[config.mk]
export PLATFORM = sky130hd
export DESIGN_NAME = sdram_tester
export DESIGN_NICKNAME = d
export VERILOG_FILES = /design/src/rtl/sdram_tester_pkg.sv /design/src/rtl/sdram_pattern_gen.sv /design/src/rtl/sdram_tester.sv
export SDC_FILE = /design/constraint.sdc
export NUM_CORES = 1
export LEC_CHECK = 0
export ABC_AREA = 1
export BUFFER_PORTS_ARGS = -buffer_cell sky130_fd_sc_hd__buf_2
export CAP_MARGIN = 40
export CORE_UTILIZATION = 35
export DETAILED_ROUTE_END_ITERATION = 10
export SETUP_SLACK_MARGIN = 0.5
export SLEW_MARGIN = 5
export SYNTH_ARGS = -nofsm -noshare
export SYNTH_HDL_FRONTEND = slang
export SYNTH_HIERARCHICAL = 1
export SYNTH_SLANG_ARGS = --single-unit
[constraint.sdc]
create_clock -name clk -period 4.1 [get_ports clk]
set_input_delay 0.41 -clock clk [delete_from_list [all_inputs] [get_ports clk]]
set_output_delay 0.41 -clock clk [all_outputs]
set_load 0.02 [all_outputs]
[src/rtl/sdram_tester_pkg.sv]
// Shared types for the SDRAM tester: FSM state encoding and data pattern modes.
package sdram_tester_pkg;

  typedef enum logic [2:0] {
    ST_IDLE,
    ST_WREQ,
    ST_WGAP,
    ST_RREQ,
    ST_RGAP,
    ST_FIN
  } state_t;

  typedef enum logic [1:0] {
    PAT_CONST = 2'd0,
    PAT_ADDR  = 2'd1,
    PAT_INC   = 2'd2,
    PAT_WALK  = 2'd3
  } pat_mode_t;

endpackage

[src/rtl/sdram_pattern_gen.sv]
// Combinational test-pattern generator; one instance feeds both write data and read compare.
module sdram_pattern_gen
  import sdram_tester_pkg::*;
#(
  parameter int DATA_W = 32,
  parameter int ADDR_W = 24
) (
  input  pat_mode_t          mode,
  input  logic [DATA_W-1:0]  seed,
  input  logic [ADDR_W:0]    index,
  input  logic [ADDR_W-1:0]  addr,
  output logic [DATA_W-1:0]  data
);

  localparam int ROT_W = $clog2(DATA_W) + 1;

  logic [ROT_W-1:0] rot;

  always_comb begin
    rot  = ROT_W'(index % DATA_W);
    data = '0;
    case (mode)
      PAT_CONST: data = seed;
      PAT_ADDR:  data = DATA_W'(addr);
      PAT_INC:   data = seed + DATA_W'(index);
      // a right shift by the full width yields zero, so rot==0 degenerates to seed
      PAT_WALK:  data = (seed << rot) | (seed >> (DATA_W - rot));
      default:   data = '0;
    endcase
  end

endmodule

[src/rtl/sdram_tester.sv]
// Memory tester: writes a pattern over a word range, reads it back, counts mismatches,
// and aborts through a per-request watchdog if the controller stops responding.
module sdram_tester
  import sdram_tester_pkg::*;
#(
  parameter int DATA_W  = 32,
  parameter int ADDR_W  = 24,
  parameter int ERR_W   = 16,
  parameter int TIMEOUT = 1024
) (
  input  logic              clk,
  input  logic              rst,
  input  logic              start,
  input  logic [1:0]        mode,
  input  logic [ADDR_W-1:0] base_addr,
  input  logic [ADDR_W:0]   count,
  input  logic [DATA_W-1:0] seed,
  output logic              busy,
  output logic              done,
  output logic              pass,
  output logic              timeout,
  output logic [ERR_W-1:0]  err_count,
  output logic [ADDR_W-1:0] first_err_addr,
  output logic [DATA_W-1:0] first_err_exp,
  output logic [DATA_W-1:0] first_err_act,
  output logic              mem_enable,
  output logic              mem_write,
  output logic [ADDR_W-1:0] mem_addr,
  output logic [DATA_W-1:0] mem_wdata,
  input  logic [DATA_W-1:0] mem_rdata,
  input  logic              mem_ready
);

  localparam int WD_W = $clog2(TIMEOUT + 1);

  state_t            state;
  pat_mode_t         mode_r;
  logic [DATA_W-1:0] seed_r;
  logic [DATA_W-1:0] pat;
  logic [ADDR_W-1:0] base_r;
  logic [ADDR_W-1:0] addr_r;
  logic [ADDR_W:0]   count_r;
  logic [ADDR_W:0]   idx;
  logic [WD_W-1:0]   wdog;
  logic              last_idx;

  sdram_pattern_gen #(.DATA_W(DATA_W), .ADDR_W(ADDR_W)) u_pat (
    .mode  (mode_r),
    .seed  (seed_r),
    .index (idx),
    .addr  (addr_r),
    .data  (pat)
  );

  // addr_r tracks base+idx incrementally so the address needs no adder on the output
  assign mem_addr  = addr_r;
  assign mem_wdata = mem_write ? pat : '0;
  assign last_idx  = (idx == count_r - 1'b1);

  always_ff @(posedge clk) begin
    if (rst) begin
      state          <= ST_IDLE;
      mode_r         <= PAT_CONST;
      seed_r         <= '0;
      base_r         <= '0;
      addr_r         <= '0;
      count_r        <= '0;
      idx            <= '0;
      wdog           <= '0;
      busy           <= 1'b0;
      done           <= 1'b0;
      pass           <= 1'b0;
      timeout        <= 1'b0;
      err_count      <= '0;
      first_err_addr <= '0;
      first_err_exp  <= '0;
      first_err_act  <= '0;
      mem_enable     <= 1'b0;
      mem_write      <= 1'b0;
    end else begin
      done <= 1'b0;
      unique case (state)
        ST_IDLE: if (start) begin
          mode_r         <= pat_mode_t'(mode);
          seed_r         <= seed;
          base_r         <= base_addr;
          addr_r         <= base_addr;
          count_r        <= count;
          idx            <= '0;
          wdog           <= '0;
          busy           <= 1'b1;
          pass           <= 1'b0;
          timeout        <= 1'b0;
          err_count      <= '0;
          first_err_addr <= '0;
          first_err_exp  <= '0;
          first_err_act  <= '0;
          if (count == '0) begin
            pass  <= 1'b1;
            done  <= 1'b1;
            state <= ST_FIN;
          end else begin
            mem_enable <= 1'b1;
            mem_write  <= 1'b1;
            state      <= ST_WREQ;
          end
        end
        ST_WREQ, ST_RREQ: begin
          if (mem_ready) begin
            mem_enable <= 1'b0;
            if (state == ST_WREQ) begin
              state <= ST_WGAP;
            end else begin
              state <= ST_RGAP;
              if (mem_rdata != pat) begin
                if (err_count != '1) err_count <= err_count + 1'b1;
                if (err_count == '0) begin
                  first_err_addr <= addr_r;
                  first_err_exp  <= pat;
                  first_err_act  <= mem_rdata;
                end
              end
            end
          end else if (wdog == WD_W'(TIMEOUT - 1)) begin
            mem_enable <= 1'b0;
            mem_write  <= 1'b0;
            timeout    <= 1'b1;
            pass       <= 1'b0;
            done       <= 1'b1;
            state      <= ST_FIN;
          end else begin
            wdog <= wdog + 1'b1;
          end
        end
        ST_WGAP: begin
          wdog       <= '0;
          mem_enable <= 1'b1;
          if (last_idx) begin
            idx       <= '0;
            addr_r    <= base_r;
            mem_write <= 1'b0;
            state     <= ST_RREQ;
          end else begin
            idx    <= idx + 1'b1;
            addr_r <= addr_r + 1'b1;
            state  <= ST_WREQ;
          end
        end
        ST_RGAP: begin
          wdog <= '0;
          if (last_idx) begin
            pass  <= (err_count == '0);
            done  <= 1'b1;
            state <= ST_FIN;
          end else begin
            idx        <= idx + 1'b1;
            addr_r     <= addr_r + 1'b1;
            mem_enable <= 1'b1;
            state      <= ST_RREQ;
          end
        end
        ST_FIN: begin
          busy  <= 1'b0;
          state <= ST_IDLE;
        end
        default: state <= ST_IDLE;
      endcase
    end
  end

endmodule

## Word level (Yosys, flattened, before mapping)

Cells that the tools add are included.
W data, S select, Z words.

| cells by class | value |
|---|---|
| shifts and indexed selects | 2 |
| multiplexer cells | 69 |
| equality and inequality tests | 26 |
| add/sub/neg operators | 7 |
| reduce and logical (&&, ||, !) cells | 24 |
| bitwise operators | 1 |

Operators by type and width:

| operator | count |
|---|---|
| $mux W32 | 10 |
| $mux W24 | 8 |
| $pmux W32 S2 | 2 |
| $pmux W32 S4 | 1 |
| $mux W16 | 5 |
| $mux W25 | 3 |
| $pmux W25 S3 | 1 |
| $pmux W24 S3 | 1 |
| $pmux W24 S2 | 1 |
| $mux W11 | 3 |
| $pmux W11 S3 | 1 |
| $add A32 B25 Y32 | 1 |
| $ne A32 B32 Y1 | 1 |
| $or A32 B32 Y32 | 1 |
| $pmux W16 S2 | 1 |
| $shl A32 B5 Y32 | 1 |
| $shr A32 B32 Y32 | 1 |
| $ne A2 B2 Y1 const B | 13 |
| $add A25 B1 Y25 const B | 1 |
| $eq A25 B25 Y1 | 1 |
| $logic_not A25 Y1 | 1 |
| $sub A25 B1 Y25 const B | 1 |
| $add A24 B1 Y24 const B | 1 |
| $mux W1 | 18 |
| 29 further kinds | 51 |

| storage, ports and cells | value |
|---|---|
| logic and storage cells | 147 |
| output and inout bits | 166 |
| flip-flop bits (word level) | 256 |

## Logic depth before layout (Yosys ltp)

| logic depth | value |
|---|---|
| depth in word-level cells | 9 |
| gate-level depth with buffers | 27 |
| depth with buffers taken out | 24 |

## Cells and area by module

The synthesis kept the hierarchy.

Modules (own cells, without submodules):

| module | area an instance (µm²) | times used | cells each |
|---|---|---|---|
| sdram_tester | 14,619.0 | 1 | 2,297 |
| sdram_pattern_gen | 6,233.5 | 1 | 1,329 |

## Worst setup path after synthesis

Ideal clock, no wire load.

| timing path | value |
|---|---|
| path type | register to register |
| from | register idx[1] |
| to | register first_err_addr[0] |
| stages on the path, launching flop included | 23 |
| slack | 0.538 ns |
| required time | 3.968 ns |
| library setup time | 0.132 ns |
| buffers on the path | 5 |
| clock period less this slack | 3.562 ns |
| arrival time | 3.430 ns |
| cells stage by stage | dfxtp_1 > buf_6 > inv_2 > buf_2 > ha_1 > inv_1 > clkbuf_1 > nand3_1 > nand3_1 > nand2_1 > nand3_1 > nand3_1 > nand2_1 > nand3_1 > xor2_1 > nor3_1 > nand2_1 > nor4b_2 > nand3_1 > clkbuf_1 > clkbuf_1 > nand4_1 > a21oi_1 |

| between the ends | value |
|---|---|
| cells in the longest elaborated chain, start to end | 7 |

Ends and longest elaborated chain:

| what | line | source |
|---|---|---|
| from (decl) | sdram_tester.sv:43 | `logic [ADDR_W:0] idx;` |
| from (signal assigned) | sdram_tester.sv:144 | `idx <= idx + 1'b1;` |
| from (signal assigned) | sdram_tester.sv:156 | `idx <= idx + 1'b1;` |
| $sub A6 B5 Y7 | sdram_pattern_gen.sv:27 | `PAT_WALK: data = (seed << rot) \| (seed >> (DATA_W - rot));` |
| $shr A32 B32 Y32 | sdram_pattern_gen.sv:27 |  |
| $or A32 B32 Y32 | sdram_pattern_gen.sv:27 |  |
| $pmux W32 S4 * | sdram_pattern_gen.sv:22 | `case (mode)` |
| via pat[26] | sdram_tester.sv:39 | `logic [DATA_W-1:0] pat;` |
| $ne A32 B32 Y1 * | sdram_tester.sv:115 | `if (mem_rdata != pat) begin` |
| $ne A2 B2 Y1 (no line) * | - |  |
| $reduce_and A6 Y1 (no line) * | - |  |
| to (signal assigned) | sdram_tester.sv:118 | `first_err_addr <= addr_r;` |
| to (decl) | sdram_tester.sv:23 | `output logic [ADDR_W-1:0] first_err_addr,` |

The timed path passes the listed nets; every way through them passes the cells marked *.
A chain may end at the register's enable or synchronous reset.

## Worst setup path after layout

| timing path | value |
|---|---|
| from | register idx[0] |
| to | register first_err_exp[22] |

RTL lines:

| what | line | source |
|---|---|---|
| $sub A6 B5 Y7 | sdram_pattern_gen.sv:27 |  |
| $shr A32 B32 Y32 | sdram_pattern_gen.sv:27 |  |
| $or A32 B32 Y32 | sdram_pattern_gen.sv:27 |  |
| $pmux W32 S4 * | sdram_pattern_gen.sv:22 |  |
| via pat[21] | sdram_tester.sv:39 |  |
| $ne A32 B32 Y1 * | sdram_tester.sv:115 |  |
| $ne A2 B2 Y1 (no line) * | - |  |
| $reduce_and A6 Y1 (no line) * | - |  |
| to (signal assigned) | sdram_tester.sv:119 | `first_err_exp <= pat;` |
| to (decl) | sdram_tester.sv:24 | `output logic [DATA_W-1:0] first_err_exp,` |

The timed path passes the listed nets; every way through them passes the cells marked *. The select of a mux whose other input is x is not followed.

==> flow_summary.yaml <==
timing:
  fin_tns_setup_ns: 0
  fin_crit_ns: 3.67
  min_period_over_period: 0.895
  max_slew_margin: 0.404
  slew_viol_final: 0
  final.setup_skew_ns: 0.0243
  hold_viol: 0
  fmax_mhz: 272
  setup_viol: 0
  rsz0062_at_grt: "yes"
  tightest_slew_ns: 0.894
detailed_routing:
  route.detailed.wl_per_inst_um: 20.4
  drt-vias-per-instance: 5.49
  top_layer_used: "met5"
  route.met2.wl_um: 43400
  dr.pass1.iters: 6
  ant_nets: 0
  vias: 25900
  routedLengthMet1_um: 39800
  post-route-drc-count: 0
  wl_met3_um: 7600
  wirelength_um: 96100
  drt-initial-drc-count: 2594
final_layout:
  stdcell_count: 4719
  fin_nets: 4072
  layout-drive-gt1-share: 0.184
  nFillCells: 6326
  syn_to_final_growth_pct: 24.7
clocking:
  cts_hold_buf: 0
  ctsHtreeMaxLevel: 2
  cts_tree: "done"
  cts.sinks: 256
  clk_pin_slew_ns: 0.06
  clockBufferDepth: 3
  cts_buffers: 34
  root_buffer: "clkbuf_16"
  clock_latency_ns: 0.56
floorplanning:
  num_rows: 89
  die-area_um2: 60600
  die_x_um: 246
  start_util: 0.354
  io_pins: 285
  core_um2: 58900
  die_height_um: 246
synthesis:
  synthTopCellsByArea: "dfxtp_1 25%, nand2_1 19%, nand3_1 14%"
  syn_inst: 3626
  syn_nets: 3779
  synth-edff-count: 0
  yosys_warnings: 6
  synth_area_um2: 20900
  synth_common_cells: "1,077 x nand2_1, 574 x nand3_1, 383 x inv_1, 337 x nor2_1, 256 x dfxtp_1"
  ys_seq_elements: 256
  synth_ff_type: "dfxtp_1"
  synthDistinctLibCells: 58
  ys_seq_area_frac: 0.246
  synthArstFlopShare: 0
  yosysTopAreaCellShare: 0.246
  avgSynthCellArea_um2: 5.75
  synth.most_common_cell: "nand2_1"
  netlist.top_cell.by_area: "dfxtp_1"
critical_path:
  reg2reg_from: "idx[0]$_SDFFE_PP0P_"
  arrival_ns: 4.07
  crit_family: "simple AND/OR/NAND/NOR gates"
  crit_required_ns: 4.50
  crit_fanout: 25
  crit_type: "reg2reg"
  path_buf_inv: 6
  rr_worst_depth: 22
  slowest_stage: "dfxtp_4"
  r2r-end: "first_err_exp[22]$_SDFFE_PP0P_"
  cpPeakStageDelay_ns: 0.40
  critPathLaunchType: "register"
  rrSetupSlack_ns: 0.43
  end_kind: "register"
  crit_chain: "inv_8, ha_4, clkinvlp_4, buf_12, nand3_2, nand3_2, nand3_1, nand3_1, nand3_2, nand2_1, nand4_1, inv_2, nand2_2, nand4_1, nor3_2, nand2_1, nor4b_4, nand3_4, buf_4, clkbuf_16, nand4_1, a21oi_1"
global_route:
  grt_max_degree: 79
  antenna_found_initial: 9
  first_global_vias: 23500
  grt_usage: 0.303
  grt_overflow: 0
  grt_pass1_wl_um: 142000
run_status:
  status: "finished clean"
place:
  port_buffers: 284
  dp_cells: 4606
  gp_congestion: 1.03
  hpwl_um: 71200
hold_path:
  hold_path.class: "in2reg"
  min_from: "seed[23]"
  worstHoldEndpoint: "seed_r[23]$_SDFFE_PP0P_"
  hold_depth: 3
flow_run:
  drv_cap: 0
power:
  ir_drop_uv: 275
  power.density_nw_per_um2: 376
  leakage_uw: 0.0124
how the worst max path moves through the flow:
stage                     depth (start not counted)                               to                  from
final                                            22   first_err_exp[22]$_SDFFE_PP0P_   idx[0]$_SDFFE_PP0P_
after global routing                             22   first_err_act[28]$_SDFFE_PP0P_   idx[0]$_SDFFE_PP0P_
after CTS                                        20   first_err_exp[14]$_SDFFE_PP0P_  idx[13]$_SDFFE_PP0P_
after detailed placement                         21   first_err_act[20]$_SDFFE_PP0P_   idx[0]$_SDFFE_PP0P_
after global placement                           21  first_err_addr[22]$_SDFFE_PP0P_   idx[0]$_SDFFE_PP0P_
after floorplan                                  22   first_err_addr[0]$_SDFFE_PP0P_   idx[1]$_SDFFE_PP0P_
report_power, final:
group | switching (uW) | leakage (uW) | total, uW | internal [uW]
Sequential | 194 | 0.00209 | 2820 | 2630
Combinational | 2630 | 0.00976 | 3890 | 1270
Clock | 1240 | 0.000536 | 3060 | 1820
kinds of logic (layout without fill, tap and decap cells):
kind of cell	after synthesis	in the layout	synth area share
simple gates	2288	2288	0.487
buf+inv	604	918	0.119
compound gates	373	373	0.0968
flops	256	256	0.246
xor+xnor	71	71	0.0305
fa+ha+maj	34	34	0.0208
other cells	0	6	0
state kept, by name, summed over array words and instances (netlist names), 3 cells and up:
register / count
first_err_exp: 32
first_err_addr: 24
err_count: 16
wdog: 11
state: 3
mem_addr: 24
first_err_act: 32
base_r: 24
seed_r: 32
count_r: 25
idx: 25
tightest hold or removal path, cell delays in order:
cell and delay [ns]:
buf_2 0.09, nand3_1 0.06, a21oi_1 0.06
area by class of cell:
type,instances,area [um^2],share of cell area
Antenna cell,6,15.0,0.000578
Multi-Input combinational cell,2766,14000,0.538
Tap cell,773,967,0.0372
Clock buffer,44,908,0.0349
Inverter,401,1540,0.0593
Clock inverter,13,194,0.00746
Timing Repair Buffer,460,3240,0.125
Sequential cell,256,5150,0.198
layer usage:
metal	vias to the layer above	global-route usage
met5	-	0
met4	7	0.147
met3	246	0.0452
met2	1185	0.489
met1	12000	0.394
li1	12500	-
repair_timing:
item / 4_1_cts / 5_1_grt
setup endpoints to repair: 108 / 116
setup buffers: 13 / 24
pin swaps: 10 / 39
resized for setup: 68 / 140
hold endpoints to repair: 0 / 0
gates cloned: 1 / 12
layout by cell type, fill, tap and decap left out, drive strengths merged, types with 5 or more instances in the layout:
cell type | netlist | layout
nor2 | 354 | 354
a21boi | 11 | 11
ha | 33 | 33
or2 | 8 | 8
o21ai | 77 | 77
clkinv | 1 | 7
nand4 | 181 | 181
a21oi | 256 | 256
buf | 91 | 451
inv | 400 | 401
xnor2 | 18 | 18
nor4 | 15 | 15
nand2 | 1090 | 1090
nand3 | 580 | 580
nand3b | 9 | 9
o22ai | 6 | 6
xor2 | 52 | 52
dfxtp | 256 | 256
clkbuf | 112 | 53
o21bai | 5 | 5
and2 | 7 | 7
nor3 | 36 | 36
diode | 0 | 6
metrics by stage:
step                instance area [um^2]  total power [uW]   util  hold WS [ns]  setup slack [ns]
finish                             26000              9780  0.441         0.127             0.430
global route                       26000             10200  0.441         0.143             0.280
CTS                                25000              9470  0.424         0.113             0.501
detailed placement                 23400              6320  0.398         0.446             0.217
global placement                   23400              6310  0.396         0.438             0.258
floorplan                          20900              5120      -         0.430             0.538
Power figures use the tool's default switching activity.
